## src/rtl/shared_pkg.sv

```systemverilog
// Shared definitions for the SPI slave / RAM slice: data width, frame
// control codes and the receiver FSM states.
package shared_pkg;

  localparam int MEM_WIDTH = 8;

  typedef enum logic [1:0] {
    WR_ADDR = 2'b00,
    WR_DATA = 2'b01,
    RD_ADDR = 2'b10,
    RD_DATA = 2'b11
  } control_e;

  typedef enum logic [2:0] {
    IDLE,
    CHK_CMD,
    WRITE,
    READ_ADD,
    READ_DATA
  } state_e;

endpackage

```

## src/rtl/spi_slave.sv

```systemverilog
// SPI slave front end: deserializes MEM_WIDTH+2 bit command frames for the RAM
// and serializes read data back on MISO once the RAM answers a read-data frame.
module spi_slave
  import shared_pkg::*;
#(
  parameter int MEM_WIDTH = shared_pkg::MEM_WIDTH
) (
  input  logic                 clk,
  input  logic                 rst_n,
  input  logic                 SS_n,
  input  logic                 MOSI,
  output logic                 MISO,
  output logic [MEM_WIDTH+1:0] rx_data,
  output logic                 rx_valid,
  input  logic [MEM_WIDTH-1:0] tx_data,
  input  logic                 tx_valid
);

  localparam int FRAME_W = MEM_WIDTH + 2;
  localparam int CNT_W   = $clog2(FRAME_W);
  localparam int TXC_W   = $clog2(MEM_WIDTH) + 1;
  localparam logic [CNT_W-1:0] LAST_BIT  = CNT_W'(FRAME_W - 1);
  localparam logic [TXC_W-1:0] TX_REMAIN = TXC_W'(MEM_WIDTH - 1);

  state_e               state_q, state_d;
  logic [CNT_W-1:0]     bit_cnt_q, bit_cnt_d;
  logic                 frame_done_q, frame_done_d;
  logic [MEM_WIDTH:0]   rx_shift_q, rx_shift_d;
  logic [FRAME_W-1:0]   rx_data_q, rx_data_d;
  logic                 rx_valid_q, rx_valid_d;
  logic                 rd_addr_received_q, rd_addr_received_d;
  logic [MEM_WIDTH-1:0] tx_shift_q, tx_shift_d;
  logic [TXC_W-1:0]     tx_cnt_q, tx_cnt_d;
  logic                 tx_taken_q, tx_taken_d;
  logic                 miso_q, miso_d;

  logic [FRAME_W-1:0]   frame_full;

  assign frame_full = {rx_shift_q, MOSI};

  always_ff @(posedge clk) begin
    if (!rst_n) begin
      state_q            <= IDLE;
      bit_cnt_q          <= '0;
      frame_done_q       <= 1'b0;
      rx_shift_q         <= '0;
      rx_data_q          <= '0;
      rx_valid_q         <= 1'b0;
      rd_addr_received_q <= 1'b0;
      tx_shift_q         <= '0;
      tx_cnt_q           <= '0;
      tx_taken_q         <= 1'b0;
      miso_q             <= 1'b0;
    end else begin
      state_q            <= state_d;
      bit_cnt_q          <= bit_cnt_d;
      frame_done_q       <= frame_done_d;
      rx_shift_q         <= rx_shift_d;
      rx_data_q          <= rx_data_d;
      rx_valid_q         <= rx_valid_d;
      rd_addr_received_q <= rd_addr_received_d;
      tx_shift_q         <= tx_shift_d;
      tx_cnt_q           <= tx_cnt_d;
      tx_taken_q         <= tx_taken_d;
      miso_q             <= miso_d;
    end
  end

  // A 1 command bit means read-data only when an address frame came first.
  always_comb begin
    state_d = state_q;
    case (state_q)
      IDLE: begin
        if (!SS_n) state_d = CHK_CMD;
      end
      CHK_CMD: begin
        if (SS_n)                    state_d = IDLE;
        else if (!MOSI)              state_d = WRITE;
        else if (rd_addr_received_q) state_d = READ_DATA;
        else                         state_d = READ_ADD;
      end
      WRITE, READ_ADD, READ_DATA: begin
        if (SS_n) state_d = IDLE;
      end
      default: state_d = IDLE;
    endcase
  end

  // Receive path; frame_done_q blocks further shifting until SS_n rises.
  always_comb begin
    bit_cnt_d          = bit_cnt_q;
    frame_done_d       = frame_done_q;
    rx_shift_d         = rx_shift_q;
    rx_data_d          = rx_data_q;
    rx_valid_d         = 1'b0;
    rd_addr_received_d = rd_addr_received_q;
    if (state_q == IDLE || SS_n) begin
      bit_cnt_d    = '0;
      frame_done_d = 1'b0;
      rx_shift_d   = '0;
    end else if (state_q == CHK_CMD) begin
      rx_shift_d = {{MEM_WIDTH{1'b0}}, MOSI};
      bit_cnt_d  = CNT_W'(1);
    end else if (!frame_done_q) begin
      if (bit_cnt_q == LAST_BIT) begin
        rx_data_d    = frame_full;
        rx_valid_d   = 1'b1;
        frame_done_d = 1'b1;
        bit_cnt_d    = '0;
        rx_shift_d   = '0;
        if (state_q == READ_ADD)       rd_addr_received_d = 1'b1;
        else if (state_q == READ_DATA) rd_addr_received_d = 1'b0;
      end else begin
        rx_shift_d = {rx_shift_q[MEM_WIDTH-1:0], MOSI};
        bit_cnt_d  = bit_cnt_q + CNT_W'(1);
      end
    end
  end

  // Transmit path: one tx_data capture per read-data frame, then MSB first.
  always_comb begin
    tx_shift_d = tx_shift_q;
    tx_cnt_d   = tx_cnt_q;
    tx_taken_d = tx_taken_q;
    miso_d     = 1'b0;
    if (state_q != READ_DATA || SS_n) begin
      tx_shift_d = '0;
      tx_cnt_d   = '0;
      tx_taken_d = 1'b0;
    end else if (tx_cnt_q != '0) begin
      miso_d     = tx_shift_q[MEM_WIDTH-1];
      tx_shift_d = tx_shift_q << 1;
      tx_cnt_d   = tx_cnt_q - TXC_W'(1);
    end else if (frame_done_q && !tx_taken_q && tx_valid) begin
      miso_d     = tx_data[MEM_WIDTH-1];
      tx_shift_d = tx_data << 1;
      tx_cnt_d   = TX_REMAIN;
      tx_taken_d = 1'b1;
    end
  end

  assign MISO     = miso_q;
  assign rx_data  = rx_data_q;
  assign rx_valid = rx_valid_q;

endmodule

```

## config.mk

```make
export PLATFORM = sky130hd
export DESIGN_NAME = spi_slave
export DESIGN_NICKNAME = d
export VERILOG_FILES = /design/src/rtl/shared_pkg.sv /design/src/rtl/spi_slave.sv
export SDC_FILE = /design/constraint.sdc
export NUM_CORES = 1
export LEC_CHECK = 0
export CAP_MARGIN = 10
export CORE_MARGIN = 8
export CORE_UTILIZATION = 35
export DETAILED_ROUTE_END_ITERATION = 6
export PLACE_DENSITY = 0.65
export SYNTH_ARGS = -nofsm -noshare
export SYNTH_HDL_FRONTEND = slang
export SYNTH_SLANG_ARGS = --single-unit
```

## constraint.sdc

```tcl
create_clock -name clk -period 1.9 [get_ports clk]
set_input_delay 0.285 -clock clk [delete_from_list [all_inputs] [get_ports clk]]
set_output_delay 0.285 -clock clk [all_outputs]
set_load 0.005 [all_outputs]
```

Word level (Yosys, flattened, before mapping) --
Cells that the tools add are included.
Word-level totals: register bits after elaboration 42, bits of input ports 13, output and inout port bits 12, logic and storage cells 69
Operators by class: add/subtract/negate cells 2, eq/ne operators 9, multiplexer cells 22, bitwise logic cells 5, reduce and logical (&&, ||, !) cells 18
Operators with widths (count):
- 8-bit two-way mux | 2
- 3-bit two-way mux | 5
- 4-bit two-way mux | 3
- 1-bit two-way mux | 10
- 9-bit two-way mux | 1
- 3-bit case mux with 3 select lines | 1
- 3-bit by 2-bit == test with 1-bit output, second input constant | 2
- 3-bit OR reduction | 2
- 1-bit NOT | 5
- 5-bit AND reduction | 1
- 4-bit by 1-bit adder with 4-bit output, second input constant | 1
- 4-bit == test, second input constant | 1
- 2-bit inequality test, second input constant | 2
- 2-bit AND reduction | 2
- 4-bit AND reduction | 1
- 2-bit nonzero test | 2
- 4-bit nonzero test | 1
- 2-bit OR reduction | 2
- 4-bit OR reduction | 1
- 4-bit by 1-bit subtractor with 4-bit output, second input constant | 1
- 3-bit by 1-bit == test with 1-bit output, second input constant | 1
- 3-bit == test, second input constant | 1
- 3-bit zero test | 1
- 3-bit inequality test, second input constant | 1
- other kinds (4) | 6

Depth between registers and ports, before layout --
Gate-level depths: netlist (run 1).
word-level depth 5, mapped depth 6, mapped depth without buffers 5

Worst setup path after synthesis (run 1) --
OpenSTA, ideal clock, no wires.
path type register -> register, from reg tx_cnt_q[0], to reg tx_cnt_q[1], arrival 1.305 ns, required time 1.775 ns, slack 0.469 ns, stages on the path, launching flop included 6, clock period less this slack 1.431 ns, cell sequence dfxtp_1 inv_1 ha_1 or3b_2 nor3_1 a211oi_2
Between the ends: word-level cells in the longest chain between the ends 2
Ends and longest elaborated chain:
- start, declared | line spi_slave.sv:33 | logic [TXC_W-1:0] tx_cnt_q, tx_cnt_d;
- start signal, assigned | line spi_slave.sv:63 | tx_cnt_q <= tx_cnt_d;
- 4-bit by 1-bit subtractor with 4-bit output or 4-bit nonzero test (tied branches) | line spi_slave.sv:133, spi_slave.sv:130
- 4-bit two-way mux or 2-bit nonzero test (tied branches)
Parallel ways exist; a longest one is shown, timed or not. A chain may end at the register's enable or synchronous reset.

Worst setup path after layout (run 1) --
Same ends and word-level chain as after synthesis.

==> run metrics, run 1 <==
status completed; grt met3 use 2.91%; Post-synth EDFFs 0; RSZ-0062 raised after global routing false; CTS sink cnt 42; Synth Flop Type dfxtp_1; Mapped Avg Cell Area 9.13 um2; post-synthesis sequential area ratio 44.1%; hold crit path type register to register; Tot GR Track Use 10.1%; crit end category register; Nets 243; area of placed instances 0.00219 mm2; GR Util met1 11.9%; H-tree levels 2; initial antenna violation count 0; Setup Skew 6.13 ps; Final Max Slew Viols 0; Detail Route Antenna Nets 0; GRT overflow 0; Area growth syn-to-layout 22.0%; CTS buffer count 5; Max Cap Viol 0; DR vias 1555; I/O pin count 25; post-CTS sizing 0; Syn Std Cell Area 0.00191 mm2; Pre-antenna DRT Iters 4; WP data arrival 1720 ps; design area 0.00233 mm2; Mapped Cells 209; vias in the first global route 1487; TNS Setup 0 ps; slew margin rel. 66.8%; Seq cells post-synth 42; site row count 27; Core Area 0.00537 mm2; most frequent cell after synthesis dfxtp_1; drc violations 0; Yosys top cell area share 44.1%; critical path peak fanout 5; Vias/cell 5.15; # setup viols final 0; CTS tree done; Worst-Margin Slew 495 ps; Tcrit/Tclk final 81.0%; Starting DRT DRC Count 54; area leader, netlist dfxtp_1; GR peak layer met2; Overall Power 1.81 mW; Fin. Hold Viols 0; Final HPWL DP 2730 um; Chip Width 89.8 um; Peak VDD IR 0.342 mV; Synth Net Count 223; Root Buffer clkbuf_8; asr flop ratio synth 0%; met2 usage in global routing 17.2%; Clock transition at path regs 80 ps; Synth area leaders dfxtp_1 44%, a21oi_1 7.1%, mux2i_1 4.2%; first-pass GRT wire length 6990 um; clock tree buffer depth 2; full die area 0.00807 mm2; Slowest-stage cell, CP or3b_2; Setup Buffers After CTS 0; CP Cell Sequence inv_1 -> ha_1 -> or3b_2 -> nor3_1 -> a211oi_2; type of origin of the critical path register; CP Class register to register; Worst EP required 2080 ps; RD Place Congestion 0.759; fmax 650 MHz; n_diodes 0; pin count of the biggest net entering global routing 26; Synth top cells by count 42 x dfxtp_1, 27 x a21oi_1, 12 x nand2_1, 12 x nor2_1, 11 x nand4_1; Initial Util 35.5%; unique cell type count in the Yosys netlist 39; Die Height 89.8 um; Routed wire per std cell 13.2 um; later-pin clock latency in the skew report 290 ps; total wire length 3990 um; yosys warns 0; Power Dens Cells 777 mW/mm2; cts hold-fix bufs 0; PortBufs 24; crit-path max cell delay 520 ps; share of layout cells above drive strength 1 11.7%; Final min period 1540 ps; Pleak 0.735 nW
==> kinds of logic (layout without fill, tap and decap cells) <==
| family | count (synthesis) | in the layout | synth area share (%) |
|---|---|---|---|
| flops | 42 | 42 | 44.1 |
| simple gates | 79 | 79 | 25.2 |
| mux | 8 | 8 | 4.20 |
| fa+ha+maj | 1 | 1 | 0.656 |
| buf+inv | 22 | 43 | 6.03 |
| compound gates | 56 | 56 | 19.3 |
| xor+xnor | 1 | 1 | 0.459 |
==> where the power goes <==
group | switching, mW | internal [mW]
clock | 0.316 | 0.526
sequential | 0.00882 | 0.885
combinational | 0.0355 | 0.0372
total | 0.361 | 1.45
==> stage by stage <==
stage	utilization [%]	hold WS, ps	std cells	setup slack [ps]
5_1_grt	43.3	496	302	273
6_report	43.3	458	302	361
3_3_place_gp	40.8	444	294	236
3_5_place_dp	40.8	448	294	189
2_1_floorplan	-	414	209	469
4_1_cts	43.3	460	302	359
==> state kept, by name (all words and copies together) (netlist names) <==
register and flops:
tx_taken_q 1, bit_cnt_q 4, tx_shift_q 7, frame_done_q 1, tx_cnt_q 4, rx_valid 1, rx_data 10, rx_shift_q 9
MISO 1, state_q 3, rd_addr_received_q 1
==> worst max-delay path, delay by kind of cell, from the launching register on <==
family / cells / cell delay [ps]
simple gates: 2 / 750
compound gates: 1 / 60
fa+ha+maj: 1 / 210
buf+inv: 1 / 60
flops: 1 / 340
==> path summary, 6_finish.rpt <==
check                             startpoint  slack (ps)  depth (start not counted)                        to
setup / recovery    tx_cnt_q[0]$_SDFFE_PP0P_         360                          5  tx_cnt_q[1]$_SDFFE_PP0P_
hold / removal    tx_shift_q[7]$_SDFFE_PP0P_         460                          2           MISO$_SDFF_PP0_
setup reg to reg    tx_cnt_q[0]$_SDFFE_PP0P_         360                          5  tx_cnt_q[1]$_SDFFE_PP0P_
hold reg to reg   tx_shift_q[7]$_SDFFE_PP0P_         460                          2           MISO$_SDFF_PP0_
==> cell type report <==
| type | instances | area (um2) |
|---|---|---|
| inverters | 4 | 15.0 |
| repair buffers | 31 | 293 |
| well taps | 72 | 90.1 |
| fillers | 535 | 3040 |
| clock buffers | 5 | 68.8 |
| multi-input cells | 145 | 952 |
| clock inverters | 3 | 68.8 |
| flip-flops and latches | 42 | 841 |
==> per-layer routing <==
metal	routed length, um	vias up
li1	-	798
met1	1880	726
met2	1900	26
met3	159	5
met4	49	0
met5	0	-
==> cell usage in the layout, fill, tap and decap left out, drive strengths merged, types with 2 or more instances in the layout <==
master / instances
nand2: 12
inv: 4
or3: 2
nand4bb: 2
clkbuf: 5
bufinv: 2
nor3b: 2
a211oi: 9
nand2b: 7
dfxtp: 42
clkdlybuf4s50: 24
or2: 2
a31oi: 2
nor3: 7
nor2b: 4
o21ai: 6
a21oi: 27
buf: 7
o31ai: 10
nand3b: 9
mux2i: 8
nor2: 12
nand4: 11
nand3: 3
Note: power is estimated with default switching activity, not from simulation.
==> run 2: changes to the inputs <==
--- a/config.mk
+++ b/config.mk
@@ -9,7 +9,7 @@
 export CORE_MARGIN = 8
 export CORE_UTILIZATION = 35
 export DETAILED_ROUTE_END_ITERATION = 6
-export PLACE_DENSITY = 0.65
+export PLACE_DENSITY = 0.67
 export SYNTH_ARGS = -nofsm -noshare
 export SYNTH_HDL_FRONTEND = slang
 export SYNTH_SLANG_ARGS = --single-unit
==> constraint.sdc (replaced) <==
create_clock -name clk -period 1.35 [get_ports clk]
set_input_delay 0.2025 -clock clk [delete_from_list [all_inputs] [get_ports clk]]
set_output_delay 0.2025 -clock clk [all_outputs]
set_load 0.005 [all_outputs]
==> run 2 against run 1 <==
  * Routed wire length grew 9.7%
  * Power grew 31%
  * Highest routed layer unchanged
  * Global-route usage shrank 0.052 points
  * Sequential power grew 40%
  * Cell area grew 8.9%
  * Fmax grew 17%
  * Combinational power grew 71%
  * First-iteration DRC count grew 56%
  * Critical endpoint unchanged
==> run metrics, run 2 (synthesis results as in run 1) <==
status completed (unchanged); Root Buffer clkbuf_8 (unchanged); initial antenna violation count 0 (unchanged); DR vias 1639 (was 1555); later-pin clock latency in the skew report 300 ps (was 290 ps); RSZ-0062 raised after global routing true (was false); R2R depth 5 (unchanged); full die area 0.00807 mm2 (unchanged); commonest non-fill, non-tap cell in the layout dfxtp_1 (unchanged); Routed wire per std cell 13.8 um (was 13.2 um); Peak VDD IR 0.533 mV (was 0.342 mV); slew margin rel. 75.9% (was 66.8%); CTS tree done (unchanged); Initial Util 35.5% (unchanged); RD Place Congestion 0.790 (was 0.759); n_diodes 0 (unchanged); max FFs per register 10 (unchanged); cts hold-fix bufs 0 (unchanged); FF/Latch Area 846 um2 (was 841 um2); Slowest-stage cell, CP or3b_4 (was or3b_2); I/O pin count 25 (unchanged); WP data arrival 1500 ps (was 1720 ps); net switching power figure 0.510 mW (was 0.361 mW); fmax 760 MHz (was 650 MHz); Final Max Slew Viols 0 (unchanged); Critical Path Start tx_cnt_q[1]$_SDFFE_PP0P_ (was tx_cnt_q[0]$_SDFFE_PP0P_); CP Cell Sequence inv_2 -> ha_4 -> or3b_4 -> nor3_4 -> a211oi_2 (was inv_1 -> ha_1 -> or3b_2 -> nor3_1 -> a211oi_2); Worst-Margin Slew 353 ps (was 495 ps); commonest non-fill, non-tap cells in the layout 38 x dfxtp_1, 27 x a21oi_1, 18 x buf_4 (was 42 x dfxtp_1, 27 x a21oi_1, 24 x clkdlybuf4s50_1); hold_sp tx_shift_q[7]$_SDFFE_PP0P_ (unchanged); # setup viols final 0 (unchanged); Pre-antenna DRT Iters 5 (was 4); Finished Layout Cells 317 (was 302); Nets 258 (was 243); vias in the first global route 1480 (was 1487); critical path peak fanout 5 (unchanged); Starting DRT DRC Count 84 (was 54); H-tree levels 2 (unchanged); switching part of the total 21.5% (was 19.9%); Worst EP required 1530 ps (was 2080 ps); type of origin of the critical path register (unchanged); worst reg2reg startpoint tx_cnt_q[1]$_SDFFE_PP0P_ (was tx_cnt_q[0]$_SDFFE_PP0P_); Overall Power 2.37 mW (was 1.81 mW); CTS sink cnt 42 (unchanged); area occupied by multi-input gates 0.00101 mm2 (was 952 um2); clock tree buffer depth 2 (unchanged); R2R Setup Slk 30 ps (was 360 ps); Detail Route Antenna Nets 0 (unchanged); Setup Skew 5.00 ps (was 6.13 ps); Fin. Hold Viols 0 (unchanged); Final min period 1320 ps (was 1540 ps); Power Dens Cells 936 mW/mm2 (was 777 mW/mm2); hold crit path type register to register (unchanged); Critical Path Stages 5 (unchanged); crit-path max cell delay 440 ps (was 520 ps); drc violations 0 (unchanged); Max Cap Viol 0 (unchanged); Gate power share 5.2% (was 4.0%); PortBufs 24 (unchanged); Int Power 1.86 mW (was 1.45 mW); Tot GR Track Use 10.1% (about the same); Die Height 89.8 um (unchanged); Final HPWL DP 2910 um (was 2730 um); Pleak 0.962 nW (was 0.735 nW); first-pass GRT wire length 6880 um (was 6990 um); Buf+Inv Stages, Crit Path 1 (unchanged); Flop pwr share 52.9% (was 49.4%); pin count of the biggest net entering global routing 21 (was 26); share of layout cells above drive strength 1 21.6% (was 11.7%); Chip Width 89.8 um (unchanged); Clock transition at path regs 80 ps (about the same); Vias/cell 5.17 (was 5.15); total wire length 4380 um (was 3990 um); Hold WS 461 ps (was 458 ps); Area growth syn-to-layout 32.9% (was 22.0%); placed cell count 307 (was 294); crit end category register (unchanged); clock power share 41.9% (was 46.6%); CP Class register to register (unchanged); CTS buffer count 5 (unchanged); CP top delay family simple AND/OR/NAND/NOR gates (unchanged); hold path depth 2 (unchanged); Tcrit/Tclk final 97.4% (was 81.0%); Core Area 0.00537 mm2 (unchanged); GRT overflow 0 (unchanged); # fillers 510 (was 535); site row count 27 (unchanged)
run 2: per-stage QoR:
step	setup TNS [ps]	util (%)	setup WS (ps)	instance area [um2]
floorplan	0	-	31.2	1920
global placement	-4060	43.6	-171	2340
detailed placement	-4980	43.6	-220	2340
CTS	0	45.6	0.213	2450
global route	-26.7	47.2	-15.3	2540
finish	0	47.2	34.5	2540
run 2: per-layer routing:
metal | part of all wire (%) | GRT usage, % | vias up
met5 | 0 | 0 | -
met1 | 46 | 11.9 | 768
li1 | - | - | 828
met2 | 47 | 16.6 | 40
met3 | 5.8 | 3.66 | 3
met4 | 0.75 | 2.96 | 0
run 2: timing repair:
item | CTS | global route
endpoints found under the hold margin | 0 | 0
resized for setup | 10 | 16
setup endpoints to repair | 8 | 16
gates cloned | 0 | 1
pin swaps | 0 | 3
setup buffers | 0 | 1
run 2: final cells by class:
cell class,instances,area share (%)
clock buffer,6,2.86
multi-input combinational,145,39.9
tap,72,3.55
clock inverter,2,1.48
sequential,42,33.3
inverter,4,0.592
timing repair buffer,46,18.3
run 2: tightest hold or removal path: stages (launching register included):
cell and delay, ps:
dfxtp_1 320, nand2_1 50, a21oi_1 50
run 2: worst paths after layout:
path | endpoint
setup / recovery | tx_cnt_q[1]$_SDFFE_PP0P_
hold reg to reg | MISO$_SDFF_PP0_
hold / removal | MISO$_SDFF_PP0_
setup reg to reg | tx_cnt_q[1]$_SDFFE_PP0P_
run 2: power groups by stage:
stage	logic (mW)	clock network, mW	registers, mW
after floorplan	0.0556	0	1.28
final	0.124	0.995	1.25
after global placement	0.121	0	1.28
after CTS	0.123	1.02	1.25
after detailed placement	0.122	0	1.28
after global routing	0.134	1.06	1.26
==> run 3: changes to the inputs <==
--- a/config.mk
+++ b/config.mk
@@ -5,6 +5,7 @@
 export SDC_FILE = /design/constraint.sdc
 export NUM_CORES = 1
 export LEC_CHECK = 0
+export ABC_CLOCK_PERIOD_IN_PS = 1350
 export CAP_MARGIN = 10
 export CORE_MARGIN = 8
 export CORE_UTILIZATION = 35
==> results of run 3 <==
The final DEF is identical to that of run 2; final timing and power are the same.
